File: src/rtl/lau_pkg.sv
// lau_pkg: shared types and helpers for the arithmetic unit library.
//   speed_e        - performance selector for prefix networks (SLOW = ripple,
//                    FAST = logarithmic-depth prefix tree)
//   serial_state_e - handshake FSM states shared by the digit-serial units
//   serial_digits  - number of digits a serial unit walks through
//   serial_cnt_width - width of the digit counter for those units
package lau_pkg;

  typedef enum logic {
    SLOW,
    FAST
  } speed_e;

  typedef enum logic [1:0] {
    IDLE,
    CALC,
    DONE
  } serial_state_e;

  function automatic int serial_digits(input int width, input int dwidth);
    return width / dwidth;
  endfunction

  // A single-digit unit still needs a 1-bit counter so the port never
  // collapses to zero width.
  function automatic int serial_cnt_width(input int width, input int dwidth);
    int n;
    n = width / dwidth;
    return (n > 1) ? $clog2(n) : 1;
  endfunction

endpackage

File: src/rtl/PrefixAndOr.sv
// PrefixAndOr: inclusive prefix network over (generate, propagate) pairs.
//   GI, PI : per-bit generate / propagate inputs
//   GO, PO : group generate / propagate from bit 0 up to each bit
// speed selects a ripple chain (SLOW) or a Kogge-Stone tree (FAST).
module PrefixAndOr
  import lau_pkg::*;
#(
  parameter int     width = 8,
  parameter speed_e speed = FAST
) (
  input  logic [width-1:0] GI,
  input  logic [width-1:0] PI,
  output logic [width-1:0] GO,
  output logic [width-1:0] PO
);

  localparam int levels = (width > 1) ? $clog2(width) : 0;

  logic [width-1:0] g, p, gn, pn;

  always_comb begin
    g  = GI;
    p  = PI;
    gn = '0;
    pn = '0;
    if (speed == SLOW) begin
      for (int i = 1; i < width; i++) begin
        g[i] = GI[i] | (PI[i] & g[i-1]);
        p[i] = PI[i] & p[i-1];
      end
    end else begin
      // Each level combines a bit with the one 2^l positions below it.
      for (int l = 0; l < levels; l++) begin
        gn = g;
        pn = p;
        for (int i = (1 << l); i < width; i++) begin
          gn[i] = g[i] | (p[i] & g[i-(1<<l)]);
          pn[i] = p[i] & p[i-(1<<l)];
        end
        g = gn;
        p = pn;
      end
    end
    GO = g;
    PO = p;
  end

endmodule

File: src/rtl/add_cv_digit.sv
// add_cv_digit: combinational dwidth-bit adder slice for the serial adder.
//   a, b : digit operands
//   ci   : carry into the digit LSB
//   s    : digit sum
//   co   : carry out of the digit MSB
//   cmsb : carry into the digit MSB (used for signed overflow)
module add_cv_digit
  import lau_pkg::*;
#(
  parameter int     dwidth = 8,
  parameter speed_e speed  = FAST
) (
  input  logic [dwidth-1:0] a,
  input  logic [dwidth-1:0] b,
  input  logic              ci,
  output logic [dwidth-1:0] s,
  output logic              co,
  output logic              cmsb
);

  logic [dwidth-1:0] gi, pi, pt, go, po;
  logic [dwidth:0]   c;

  // OR-propagate is enough for carries; XOR-propagate is kept for the sum.
  assign gi = a & b;
  assign pi = a | b;
  assign pt = a ^ b;

  PrefixAndOr #(
    .width(dwidth),
    .speed(speed)
  ) u_prefix (
    .GI(gi),
    .PI(pi),
    .GO(go),
    .PO(po)
  );

  // Carry into bit j is the group carry of bits [j-1:0] with ci folded in.
  always_comb begin
    c    = '0;
    c[0] = ci;
    for (int j = 1; j <= dwidth; j++) begin
      c[j] = go[j-1] | (po[j-1] & ci);
    end
  end

  assign s    = pt ^ c[dwidth-1:0];
  assign co   = c[dwidth];
  assign cmsb = c[dwidth-1];

endmodule

File: src/rtl/add_cv_serial.sv
// add_cv_serial: digit-serial two's-complement adder, S = A + B + CI.
// One dwidth-bit digit is added per cycle, LSB first, with the carry kept
// in a register between digits.
//   CLK, RSTn          - clock (rising edge), async active-low reset
//   InValid / InReady  - operand handshake (A, B, CI)
//   OutValid / OutReady- result handshake (S, CO, V)
//   S  - registered sum, CO - unsigned carry out, V - signed overflow
module add_cv_serial
  import lau_pkg::*;
#(
  parameter int     width  = 32,
  parameter int     dwidth = 8,
  parameter speed_e speed  = FAST
) (
  input  logic             CLK,
  input  logic             RSTn,
  input  logic             InValid,
  output logic             InReady,
  input  logic [width-1:0] A,
  input  logic [width-1:0] B,
  input  logic             CI,
  output logic             OutValid,
  input  logic             OutReady,
  output logic [width-1:0] S,
  output logic             CO,
  output logic             V
);

  localparam int n  = serial_digits(width, dwidth);
  localparam int cw = serial_cnt_width(width, dwidth);

  if (dwidth < 1 || (width % dwidth) != 0) begin : g_param_check
    $error("add_cv_serial: width must be a positive multiple of dwidth");
  end

  serial_state_e     state_q, state_d;
  logic [cw-1:0]     cnt_q;
  logic              carry_q;
  logic [width-1:0]  a_q, b_q, s_q, s_next;
  logic              co_q, v_q;
  logic [dwidth-1:0] a_dig, b_dig, dsum;
  logic              dco, dcmsb;
  logic              last;

  assign last = (cnt_q == cw'(n - 1));

  // Select the current digit of each operand and build the sum with the
  // new digit merged in; the counter never leaves 0..n-1.
  always_comb begin
    a_dig  = '0;
    b_dig  = '0;
    s_next = s_q;
    for (int d = 0; d < n; d++) begin
      if (cnt_q == cw'(d)) begin
        a_dig = a_q[d*dwidth +: dwidth];
        b_dig = b_q[d*dwidth +: dwidth];
        s_next[d*dwidth +: dwidth] = dsum;
      end
    end
  end

  add_cv_digit #(
    .dwidth(dwidth),
    .speed (speed)
  ) u_digit (
    .a   (a_dig),
    .b   (b_dig),
    .ci  (carry_q),
    .s   (dsum),
    .co  (dco),
    .cmsb(dcmsb)
  );

  always_comb begin
    state_d = state_q;
    case (state_q)
      IDLE:    if (InValid)  state_d = CALC;
      CALC:    if (last)     state_d = DONE;
      DONE:    if (OutReady) state_d = IDLE;
      default:               state_d = IDLE;
    endcase
  end

  always_ff @(posedge CLK or negedge RSTn) begin
    if (!RSTn) state_q <= IDLE;
    else       state_q <= state_d;
  end

  // Operands are only sampled on accept, so they need no reset.
  always_ff @(posedge CLK) begin
    if (state_q == IDLE && InValid) begin
      a_q <= A;
      b_q <= B;
    end
  end

  always_ff @(posedge CLK or negedge RSTn) begin
    if (!RSTn) begin
      cnt_q   <= '0;
      carry_q <= 1'b0;
      s_q     <= '0;
      co_q    <= 1'b0;
      v_q     <= 1'b0;
    end else begin
      case (state_q)
        IDLE: begin
          if (InValid) begin
            carry_q <= CI;
            cnt_q   <= '0;
          end
        end
        CALC: begin
          s_q     <= s_next;
          carry_q <= dco;
          if (last) begin
            co_q <= dco;
            v_q  <= dco ^ dcmsb;
          end else begin
            cnt_q <= cnt_q + cw'(1);
          end
        end
        default: ;
      endcase
    end
  end

  assign InReady  = (state_q == IDLE);
  assign OutValid = (state_q == DONE);
  assign S        = s_q;
  assign CO       = co_q;
  assign V        = v_q;

endmodule
File: config.mk
export PLATFORM = sky130hd
export DESIGN_NAME = add_cv_serial
export DESIGN_NICKNAME = d
export VERILOG_FILES = /design/src/rtl/lau_pkg.sv /design/src/rtl/PrefixAndOr.sv /design/src/rtl/add_cv_digit.sv /design/src/rtl/add_cv_serial.sv
export SDC_FILE = /design/constraint.sdc
export NUM_CORES = 1
export LEC_CHECK = 0
export CAP_MARGIN = 20
export CORE_MARGIN = 2
export CORE_UTILIZATION = 30
export DETAILED_ROUTE_END_ITERATION = 10
export SLEW_MARGIN = 20
export SYNTH_ARGS = -nofsm -noshare
export SYNTH_HDL_FRONTEND = slang
export SYNTH_SLANG_ARGS = --single-unit
File: constraint.sdc
create_clock -name CLK -period 6 [get_ports CLK]
set_input_delay 0.6 -clock CLK [delete_from_list [all_inputs] [get_ports CLK]]
set_output_delay 0.6 -clock CLK [all_outputs]
set_load 0.01 [all_outputs]
==> flow_metrics.py <==
metrics = {
    "finish": {
        "drive_gt1_frac": 0.0601,
        "area_delta_synth_final_pct": 30.9,
        "most-common-layout-cells": "clkdlybuf4s50_1, edfxtp_1, a21oi_1",
        "nets": 601,
        "ff_latch_area_mm2": 0.00290,
        "final_common_cell": "clkdlybuf4s50_1",
        "fin_area_mm2": 0.00630,
        "fillCellCount": 1525,
        "multi_input_area_mm2": 0.00179,
        "final_core_util": 0.400,
        "n_antenna_cell": 0,
    },
    "global_route": {
        "grt_first_pass_wirelength_um": 17200,
        "grt_max_degree": 65,
        "grt_usage": 0.132,
        "grt_pass1_vias": 3355,
        "gr-total-overflow": 0,
        "antenna_found_initial": 0,
    },
    "power_and_ir_drop": {
        "power.density_mw_per_mm2": 552,
        "p_leak_nw": 2.43,
        "power_mw": 3.48,
        "ir_drop_mv": 0.218,
    },
    "clock_tree": {
        "tritoncts.num_buffers": 9,
        "h-tree-depth": 3,
        "cts_hold_buf": 0,
        "cts_buffer_depth": 2,
        "root_buffer": "clkbuf_16",
        "cts.sinks": 103,
        "post_cts_buffers": 0,
        "cts.clk_slew.worst_paths_ns": 0.07,
        "cts_tree": "built",
        "cts_resized": 0,
        "clock_latency_ns": 0.34,
    },
    "timing": {
        "relSlewSlack": 0.347,
        "worst_pin_slew_ns": 0.977,
        "tns_ns": 0,
        "fmax_mhz": 276,
        "hold_viol": 0,
        "rsz0062_at_grt": "no",
        "period_share": 0.604,
        "period_minus_slack_ns": 3.62,
        "clock_skew_ns": 0.0101,
        "slew_violations": 0,
        "setup_viol": 0,
    },
    "route": {
        "vias_per_cell": 4.64,
        "drt-total-wl_um": 10700,
        "drt_iter0_markers": 154,
        "first_pass_iters": 4,
        "avgRoutedWirePerCell_um": 14.6,
        "drc": 0,
        "ant_nets": 0,
        "num_vias": 3398,
    },
    "logic_synthesis": {
        "yosys.area.top_type": "edfxtp_1",
        "yosys_warnings": 0,
        "synth.distinct_cells": 47,
        "synth_edf_count": 64,
        "syn_inst": 419,
        "synth_area_mm2": 0.00482,
        "async_reset_ff_frac": 0.379,
        "synth_top_area_share": 0.399,
        "ys.flop_type": "edfxtp_1",
        "synth_area_leaders": "edfxtp_1, dfrtp_1, a21oi_1",
        "seq_area_frac_synth": 0.602,
        "syn_nets": 509,
        "avgSynthCellArea_um2": 11.5,
        "synth_seq_cells": 103,
    },
    "worst_setup_path": {
        "worst-setup-path-type": "register to register",
        "crit_fanout": 33,
        "critPathLaunchType": "register",
        "crit_path_end_kind": "register",
        "critPathRequiredTime_ns": 6.24,
        "arrival_ns": 3.86,
    },
    "worst_hold_path": {
        "holdCritPathClass": "input port to async pin",
    },
    "floorplanning": {
        "core_area_mm2": 0.0158,
        "die_y_um": 131,
        "initial_utilization": 0.305,
        "fp.dieW_um": 131,
        "design.die.area_mm2": 0.0171,
        "io_pins": 105,
        "rows": 46,
    },
    "placement": {
        "port_buffers": 104,
        "place_congestion": 0.710,
        "postPlaceCellArea_mm2": 0.00603,
        "hpwl_um": 7830,
    },
    "status": {
        "outcome": "finished, final reports clean",
    },
    "job": {
        "cap_violations": 0,
    },
}
## flip-flops by register name, summed over array words and instances, names as in the netlist
register  count
V             1
a_q          32
b_q          32
S            32
CO            1
carry_q       1
cnt_q         2
state_q       2
## path summary, 6_finish.rpt
kind / startpoint / endpoint / slack (ns) / cells past startpoint
max: cnt_q[1]$_DFFE_PN0P_ / S[31]$_DFFE_PN0P_ / 2.38 / 13
min: RSTn / state_q[0]$_DFFE_PN0P_ / 0.37 / 1
max reg2reg: cnt_q[1]$_DFFE_PN0P_ / S[31]$_DFFE_PN0P_ / 2.38 / 13
min reg2reg: S[1]$_DFFE_PN0P_ / S[1]$_DFFE_PN0P_ / 0.48 / 2
max in group asynchronous: RSTn / S[18]$_DFFE_PN0P_ / 5.07 / 1
min in group CLK: S[1]$_DFFE_PN0P_ / S[1]$_DFFE_PN0P_ / 0.48 / 2
## cells by family (layout without fill, tap and decap cells)
logic type,after synthesis,count (layout),share of synthesized area
AOI/OAI and AO/OA,114,114,0.147
xor gates and xnor gates,4,4,0.00727
adders and majority gates,21,21,0.0561
buffers and inverters,32,129,0.0278
DFF,103,103,0.602
muxes,6,6,0.0132
and+or+nand+nor,139,139,0.147
## power breakdown
group	internal, mW	switching [mW]	total [mW]	leakage, nW
clock	0.284	0.254	0.538	0.131
combinational	0.771	1.08	1.85	1.22
sequential	0.991	0.105	1.10	1.09
## cell type report
| cell class | count | share of cell area |
|---|---|---|
| clock inverters | 6 | 0.00675 |
| inverters | 7 | 0.00417 |
| multi-input cells | 284 | 0.284 |
| well taps | 216 | 0.0429 |
| repair buffers | 106 | 0.167 |
| flip-flops and latches | 103 | 0.460 |
| clock buffers | 10 | 0.0363 |
## metrics by stage
| stage | std cells | hold WS [ns] | setup WS [ns] |
|---|---|---|---|
| after detailed placement | 716 | 0.470 | 2.39 |
| after floorplan | 419 | 0.304 | 2.89 |
| after CTS | 732 | 0.396 | 2.37 |
| after global placement | 716 | 0.465 | 2.55 |
| after global routing | 732 | 0.438 | 1.94 |
| final | 732 | 0.367 | 2.38 |
## synth_stat cells (4+ instances only)
library cell,instances
edfxtp_1,64
a21oi_1,55
nand2_1,53
dfrtp_1,39
nor2_1,28
clkbuf_1,20
ha_1,20
nand3b_1,20
o21ai_0,20
a21o_1,16
nor3_1,9
nand3_1,8
inv_1,7
a22oi_1,5
o31ai_1,4
or3_1,4
xnor2_1,4
## metal layers
layer  vias up  wire (um)  GRT usage
li1       1698          -          -
met1      1583       5200      0.184
met2       113       4910      0.201
met3         4        537     0.0338
met4         0         36     0.0413
met5         -          0          0
## critical path, cell delays in order (launching register included)
cell and delay [ns]:
dfrtp_1 0.43, inv_1 0.10, ha_1 0.77, nand3b_1 0.20, a21oi_1 0.08, a21oi_1 0.13, nor2_1 0.08, a21oi_1 0.18
ha_1 0.38, nand2b_1 0.15, a21oi_1 0.07, or2_1 0.33, or3_1 0.38, a31o_1 0.22
(Power assumes the default switching activity.)
